## config.mk

```make
export PLATFORM = sky130hd
export DESIGN_NAME = fp_div_sqrt_issue_ctrl
export DESIGN_NICKNAME = d
export VERILOG_FILES = /design/src/rtl/fp_div_sqrt_issue_ctrl.sv
export SDC_FILE = /design/constraint.sdc
export NUM_CORES = 1
export LEC_CHECK = 0
export BUFFER_PORTS_ARGS = -buffer_cell sky130_fd_sc_hd__buf_2
export CORE_UTILIZATION = 52
export CTS_CLUSTER_SIZE = 20
export DETAILED_ROUTE_END_ITERATION = 6
export PLACE_DENSITY = 0.82
export SETUP_SLACK_MARGIN = 0.02
export SYNTH_ARGS = -nofsm -noshare
export SYNTH_HDL_FRONTEND = slang
export SYNTH_SLANG_ARGS = --single-unit
```

## constraint.sdc

```tcl
create_clock -name clk -period 3.45 [get_ports clk]
set_input_delay 0.345 -clock clk [delete_from_list [all_inputs] [get_ports clk]]
set_output_delay 0.345 -clock clk [all_outputs]
set_load 0.1 [all_outputs]
```

## src/rtl/fp_div_sqrt_issue_ctrl.sv

```systemverilog
// In-order issue queue plus launch/capture control for the iterative FP32 divide/sqrt unit.
// Define FP_DIV_SQRT_FAST_SPECIAL_EN to resolve special-operand ops locally without the divider.
module fp_div_sqrt_issue_ctrl #(
  parameter int unsigned QUEUE_DEPTH = 2,
  parameter int unsigned TAG_WIDTH   = 6
) (
  input  logic                 clk,
  input  logic                 rst,
  input  logic                 in_valid,
  output logic                 in_ready,
  input  logic [31:0]          in_lhs,
  input  logic [31:0]          in_rhs,
  input  logic                 in_is_divide,
  input  logic [TAG_WIDTH-1:0] in_tag,
  input  logic                 flush,
  output logic                 div_req,
  output logic [31:0]          div_lhs,
  output logic [31:0]          div_rhs,
  output logic                 div_is_divide,
  input  logic                 div_finished,
  input  logic [31:0]          div_result,
  output logic                 out_valid,
  input  logic                 out_ready,
  output logic [31:0]          out_result,
  output logic [TAG_WIDTH-1:0] out_tag
);
  localparam int unsigned IDX_W = (QUEUE_DEPTH > 1) ? $clog2(QUEUE_DEPTH) : 1;
  localparam int unsigned PTR_W = $clog2(QUEUE_DEPTH) + 1;
  localparam int unsigned MEM_D = 1 << IDX_W;

  typedef struct packed {
    logic [31:0]          lhs;
    logic [31:0]          rhs;
    logic                 is_divide;
    logic [TAG_WIDTH-1:0] tag;
  } entry_t;

  typedef enum logic [1:0] {
    IDLE = 2'd0,
    BUSY = 2'd1,
    HOLD = 2'd2
  } state_t;

  entry_t                 mem [MEM_D];
  entry_t                 head;
  logic [PTR_W-1:0]       wr_ptr;
  logic [PTR_W-1:0]       rd_ptr;
  logic [PTR_W-1:0]       wr_next;
  logic [PTR_W-1:0]       rd_next;
  logic                   empty;
  logic                   push;
  logic                   pop;
  logic                   ready_q;

  state_t                 state;
  state_t                 state_next;
  logic                   discard;
  logic [TAG_WIDTH-1:0]   busy_tag;
  logic                   cap_div;
  logic                   cap_fast;
  logic                   set_discard;
  logic                   clr_out;
  logic                   special_hit;
  logic [31:0]            special_result;

  assign empty         = (wr_ptr == rd_ptr);
  assign push          = in_valid & ready_q & ~flush;
  assign in_ready      = ready_q;
  assign head          = mem[IDX_W'(rd_ptr)];
  assign div_lhs       = head.lhs;
  assign div_rhs       = head.rhs;
  assign div_is_divide = head.is_divide;

  // Flush collapses the read pointer onto the write pointer.
  always_comb begin
    wr_next = wr_ptr + PTR_W'(push);
    rd_next = flush ? wr_ptr : (rd_ptr + PTR_W'(pop));
  end

  // Ready is precomputed from the next pointers so it never depends on a same-cycle pop.
  always_ff @(posedge clk) begin
    if (!rst) begin
      wr_ptr  <= '0;
      rd_ptr  <= '0;
      ready_q <= 1'b0;
    end else begin
      wr_ptr  <= wr_next;
      rd_ptr  <= rd_next;
      ready_q <= ((wr_next - rd_next) != PTR_W'(QUEUE_DEPTH));
    end
  end

  always_ff @(posedge clk) begin
    if (push) begin
      mem[IDX_W'(wr_ptr)] <= '{lhs: in_lhs, rhs: in_rhs, is_divide: in_is_divide, tag: in_tag};
    end
  end

`ifdef FP_DIV_SQRT_FAST_SPECIAL_EN
  logic a_nan, a_inf, a_zero, b_nan, b_inf, b_zero, q_sign;

  assign a_nan  = (head.lhs[30:23] == 8'hff) && (head.lhs[22:0] != 23'd0);
  assign a_inf  = (head.lhs[30:23] == 8'hff) && (head.lhs[22:0] == 23'd0);
  assign a_zero = (head.lhs[30:0] == 31'd0);
  assign b_nan  = (head.rhs[30:23] == 8'hff) && (head.rhs[22:0] != 23'd0);
  assign b_inf  = (head.rhs[30:23] == 8'hff) && (head.rhs[22:0] == 23'd0);
  assign b_zero = (head.rhs[30:0] == 31'd0);
  assign q_sign = head.lhs[31] ^ head.rhs[31];

  // Results match the divider bit for bit, so the local path is invisible to writeback.
  always_comb begin
    special_hit    = 1'b0;
    special_result = '0;
    if (head.is_divide) begin
      if (a_nan || b_nan || (a_zero && b_zero) || (a_inf && b_inf)) begin
        special_hit    = 1'b1;
        special_result = 32'h7fc0_0000;
      end else if (a_inf || b_zero) begin
        special_hit    = 1'b1;
        special_result = {q_sign, 8'hff, 23'd0};
      end else if (a_zero || b_inf) begin
        special_hit    = 1'b1;
        special_result = {q_sign, 31'd0};
      end
    end else begin
      if (a_nan || (head.lhs[31] && !a_zero)) begin
        special_hit    = 1'b1;
        special_result = 32'h7fc0_0000;
      end else if (a_zero || a_inf) begin
        special_hit    = 1'b1;
        special_result = head.lhs;
      end
    end
  end
`else
  assign special_hit    = 1'b0;
  assign special_result = '0;
`endif

  always_ff @(posedge clk) begin
    if (!rst) begin
      state <= IDLE;
    end else begin
      state <= state_next;
    end
  end

  always_comb begin
    state_next = state;
    case (state)
      IDLE: begin
        if (!flush && !empty) begin
          if (special_hit) begin
            state_next = HOLD;
          end else if (div_finished) begin
            state_next = BUSY;
          end
        end
      end
      BUSY: begin
        if (div_finished) begin
          state_next = (discard || flush) ? IDLE : HOLD;
        end
      end
      HOLD: begin
        if (flush || out_ready) begin
          state_next = IDLE;
        end
      end
      default: state_next = IDLE;
    endcase
  end

  // The launch cycle is spent in IDLE, so BUSY only ever sees the divider's own completion.
  always_comb begin
    div_req     = 1'b0;
    pop         = 1'b0;
    cap_div     = 1'b0;
    cap_fast    = 1'b0;
    set_discard = 1'b0;
    clr_out     = flush;
    case (state)
      IDLE: begin
        if (!flush && !empty) begin
          if (special_hit) begin
            pop      = 1'b1;
            cap_fast = 1'b1;
          end else if (div_finished) begin
            pop     = 1'b1;
            div_req = 1'b1;
          end
        end
      end
      BUSY: begin
        set_discard = flush;
        cap_div     = div_finished & ~discard & ~flush;
      end
      HOLD: begin
        clr_out = flush | out_ready;
      end
      default: ;
    endcase
  end

  always_ff @(posedge clk) begin
    if (!rst) begin
      out_valid  <= 1'b0;
      out_result <= '0;
      out_tag    <= '0;
      discard    <= 1'b0;
      busy_tag   <= '0;
    end else begin
      if (div_req) begin
        busy_tag <= head.tag;
        discard  <= 1'b0;
      end else if (set_discard) begin
        discard <= 1'b1;
      end
      if (cap_div) begin
        out_valid  <= 1'b1;
        out_result <= div_result;
        out_tag    <= busy_tag;
      end else if (cap_fast) begin
        out_valid  <= 1'b1;
        out_result <= special_result;
        out_tag    <= head.tag;
      end else if (clr_out) begin
        out_valid <= 1'b0;
      end
    end
  end

endmodule

```

==> summary.md <==
The run finished with clean final reports. Internal power comes to 3.888 mW. After layout, the worst setup slack is 844.4 ps.

The total overflow left after global routing is 0. The run gives 22,160 um as the first-pass GRT wire length. Gates resized during post-CTS repair numbered 0.

In this run, synthesis produced a sequential element count of 196. Fill cells in the final layout number 1,100. In this run the power spent charging and discharging nets is 1.400 mW. The post-CTS setup repair buffer count was 0; the clock-pin transition on the worst setup and hold timing paths was 60 ps. The routed design has 14,840 um of wire. The cell taking the most area after synthesis is sky130_fd_sc_hd__edfxtp_1. The number of buffers on the longest clock path was 2; the area share of the leading cell type in the synthesized netlist was 54.94%. The run gives 44 as the cell row count. Among all cell types in the netlist, the one instantiated most often is sky130_fd_sc_hd__edfxtp_1. The run gives 15,420 um2 as the floorplan die area. Clock latency on the worst-skew pair, taken at its later pin, is 420 ps. During I/O placement, the number of pins put on the boundary was 215.

For the count of pins over their slew limit, the log shows 0. The type of the most critical hold path was primary input to flop. After floorplanning, the core was sized to cover 14,530 um2.

Routability-driven placement finished with a final weighted congestion of 0.8259. The number of synthesized flops with an enable pin is 142, and the number of global-route vias before repair is 4,473. The number of remaining DRC errors is 0, and the starting density of the core is 53.40%. Measured in cells, the most critical reg-to-reg path has a length of 7. The arrival time reported for the critical path endpoint came out at 2260 ps. The worst endpoint required time is 3110 ps. The vias after detailed routing was 4,657; the port buffer count was 214. For the leakage dissipation, the log shows 3.401 nW. STA classifies the critical path endpoint as a primary output. Sequential cells were found to cover 68.87% of the synthesized design area.

The netlist area before placement was 7761 um2. Origin of the critical flop-to-flop path: state[0]$_SDFFE_PN0P_. Root cell of the clock tree: sky130_fd_sc_hd__clkbuf_16. The iteration count of the initial detailed-routing pass was 4.

In this run the worst path has a maximum fanout of 8. Setup slack on the worst reg-to-reg path comes out at 1010 ps. The via-per-instance ratio is 5.304, and the period utilization is 75.53%. The tools report the final number of hold-violating endpoints as 0. The count of maximum capacitance violations was 0.

Setup repair after global routing left no endpoint under its margin. The commonest cells after synthesis are sky130_fd_sc_hd__edfxtp_1 (142), sky130_fd_sc_hd__mux2_2 (71), sky130_fd_sc_hd__buf_4 (64), sky130_fd_sc_hd__dfxtp_1 (54). TritonCTS built the clock tree.

The post-synthesis instance total is 537. The time the worst path needs with I/O delays and setup works out to 2606 ps. The post-route netlist has 46.46% of its cells at a drive strength greater than 1.

For hold timing, the worst endpoint is mem[1][13]$_DFFE_PP_. Derived from the worst setup path, the maximum achievable clock frequency is 383.8 MHz. The cell depth of the worst min-delay path works out to 1. Among all flip-flop cells after synthesis, the most frequent one is sky130_fd_sc_hd__edfxtp_1.

Across every metal layer, demand over resource in global routing totals 19.12%. The wire-length estimate of the detail-placed layout is 9990 um. The tools report the worst-case vdd ir drop as 0.3774 mV.

The die is 124.2 um tall. For the final cell count without fillers, the log shows 878. Power spread over the standard cell area amounts to 581.7 nW/um2.

By area the synthesized netlist is led by sky130_fd_sc_hd__edfxtp_1 (55%), sky130_fd_sc_hd__dfxtp_1 (14%), sky130_fd_sc_hd__mux2_2 (10%), sky130_fd_sc_hd__buf_4 (6.2%), sky130_fd_sc_hd__a21oi_1 (2.5%). The floorplan step set the die width to 124.2 um. The antenna violation net count after detailed routing is 0. The kind of start point of the critical path is a flop.

The proportion of power drawn by combinational gates was 13.8%; the signed area change from the synthesized netlist to the final layout was 17.12%. Dividing the detail-routed wire length by the instance count gives 16.90 um. Tracing the worst setup path back leads to its startpoint at state[0]$_SDFFE_PN0P_. The post-synthesis average cell area works out to 14.45 um2. The critical setup path kind was flop to primary output. The final-stage net count came out at 792.

The initial antenna violation count was 2; the switching power as a share of total power was 26.48%. The worst pin sits at a relative slew slack of 22.68%. Slew at the pin closest to its max-slew limit: 1159 ps. Entering global routing, the biggest net connects 72 pins.

In this run the critical register-to-register path is captured at in_ready$_SDFF_PN0_. The logs give 196 for the clock sink count and 845 for the count of placed standard cells including taps. The logs give 275 for the iteration-0 DRC count of the detailed router and 35 for the number of distinct standard cells referenced by the synthesized netlist. For this run, the number of Yosys warnings is 0. The part of the total power dissipated in the clock network was 36.4%; the final setup violation count was 0. For the final database, setup skew stands at 11.12 ps. The hold buffer count at cts is 0. Counting the buffers created by CTS gives 17.

For this run, asynchronously set or reset flops after synthesis account for 0%. Part of the total power dissipated in sequential elements: 49.8%. The H-tree was split into 4 levels. In the final timing run, aggregate negative setup slack is 0 ps. The start point of the worst min-delay path is in_rhs[6].

At the placement stage, the worst setup path has a slack of 873.5 ps. Counting every net in the synthesized netlist gives 649.
sequential cells by signal (all words and copies together), names as in the netlist, named ones only:
name,cells
out_tag,6
busy_tag,6
mem,142
discard,1
wr_ptr,2
state,2
out_result,32
out_valid,1
rd_ptr,2
in_ready,1
power by group through the flow:
stage,clock network (mW),logic [mW],registers (mW)
3_3_place_gp,0,0.720,2.68
5_1_grt,2.06,0.763,2.64
4_1_cts,1.96,0.735,2.63
6_report,1.92,0.731,2.63
2_1_floorplan,0,0.633,2.69
3_5_place_dp,0,0.734,2.68
layout by cell type, fill, tap and decap left out, types with 2 or more instances in the layout:
cell,Yosys,routed
sky130_fd_sc_hd__clkinvlp_4,0,2
sky130_fd_sc_hd__inv_1,12,12
sky130_fd_sc_hd__edfxtp_1,142,142
sky130_fd_sc_hd__clkbuf_1,18,4
sky130_fd_sc_hd__a21oi_1,39,39
sky130_fd_sc_hd__o21ai_0,39,39
sky130_fd_sc_hd__mux2i_1,2,2
sky130_fd_sc_hd__xnor2_1,4,4
sky130_fd_sc_hd__ha_4,0,2
sky130_fd_sc_hd__o21a_1,2,2
sky130_fd_sc_hd__nand3_1,38,38
sky130_fd_sc_hd__buf_2,9,214
sky130_fd_sc_hd__a211oi_1,12,12
sky130_fd_sc_hd__buf_4,64,5
sky130_fd_sc_hd__nand2_1,2,2
sky130_fd_sc_hd__bufinv_16,0,3
sky130_fd_sc_hd__clkinv_2,0,2
sky130_fd_sc_hd__clkbuf_16,0,17
sky130_fd_sc_hd__clkinv_1,1,4
sky130_fd_sc_hd__dfxtp_1,54,53
sky130_fd_sc_hd__nor2_1,7,7
sky130_fd_sc_hd__mux2_2,71,71
routing by layer:
layer	global-route usage, %	part of all wire, %	routed length [um]	vias to the layer above
met4	5.283	0.42	62	2
li1	-	-	-	2191
met1	22.81	41	6046	2253
met3	6.502	8.0	1182	10
met2	32.77	51	7539	201
met5	0	0.067	10	-
how the worst max path moves through the flow:
stage / slack (ps) / depth (start not counted) / to
after floorplan: 90 / 3 / mem[0][0]$_DFFE_PP_
after global placement: 960 / 8 / in_ready$_SDFF_PN0_
after detailed placement: 870 / 8 / in_ready$_SDFF_PN0_
after CTS: 810 / 4 / div_req
after global routing: 740 / 4 / div_req
final: 840 / 4 / div_req
cells by family (layout without fill, tap and decap cells):
family / count (synthesis) / in the layout / share of synthesized area (%)
DFF: 196 / 196 / 68.87
buffers and inverters: 108 / 264 / 8.576
AOI/OAI and AO/OA: 96 / 96 / 6.868
muxes: 73 / 73 / 10.56
and+or+nand+nor: 55 / 55 / 3.789
xor gates and xnor gates: 6 / 6 / 0.8544
adders and majority gates: 3 / 3 / 0.4837
other: 0 / 1 / 0
worst max-delay path, stage by stage, from the launching register on:
cell and delay (ps):
sky130_fd_sc_hd__dfxtp_1 360, sky130_fd_sc_hd__or4b_1 670, sky130_fd_sc_hd__a21o_4 270, sky130_fd_sc_hd__inv_1 100
sky130_fd_sc_hd__buf_2 450
area by class of cell:
type | instances | area, um2 | share of cell area, %
diodes | 1 | 2.502 | 0.02753
clock buffers | 21 | 440.4 | 4.845
clock inverters | 11 | 135.1 | 1.487
inverters | 13 | 48.80 | 0.5368
multi-input cells | 233 | 1775 | 19.53
flip-flops and latches | 196 | 5349 | 58.84
well taps | 184 | 230.2 | 2.533
repair buffers | 219 | 1109 | 12.20
per-stage QoR:
| stage | hold slack, ps | cell area, um2 | util (%) | total power [mW] |
|---|---|---|---|---|
| 6_report | 112.4 | 9090 | 62.54 | 5.288 |
| 5_1_grt | 89.85 | 9090 | 62.54 | 5.457 |
| 2_1_floorplan | 434.1 | 7764 | - | 3.326 |
| 3_3_place_gp | 458.1 | 8512 | 58.57 | 3.399 |
| 4_1_cts | 92.42 | 9087 | 62.53 | 5.328 |
| 3_5_place_dp | 450.5 | 8512 | 58.57 | 3.418 |
(Power assumes the default switching activity.)
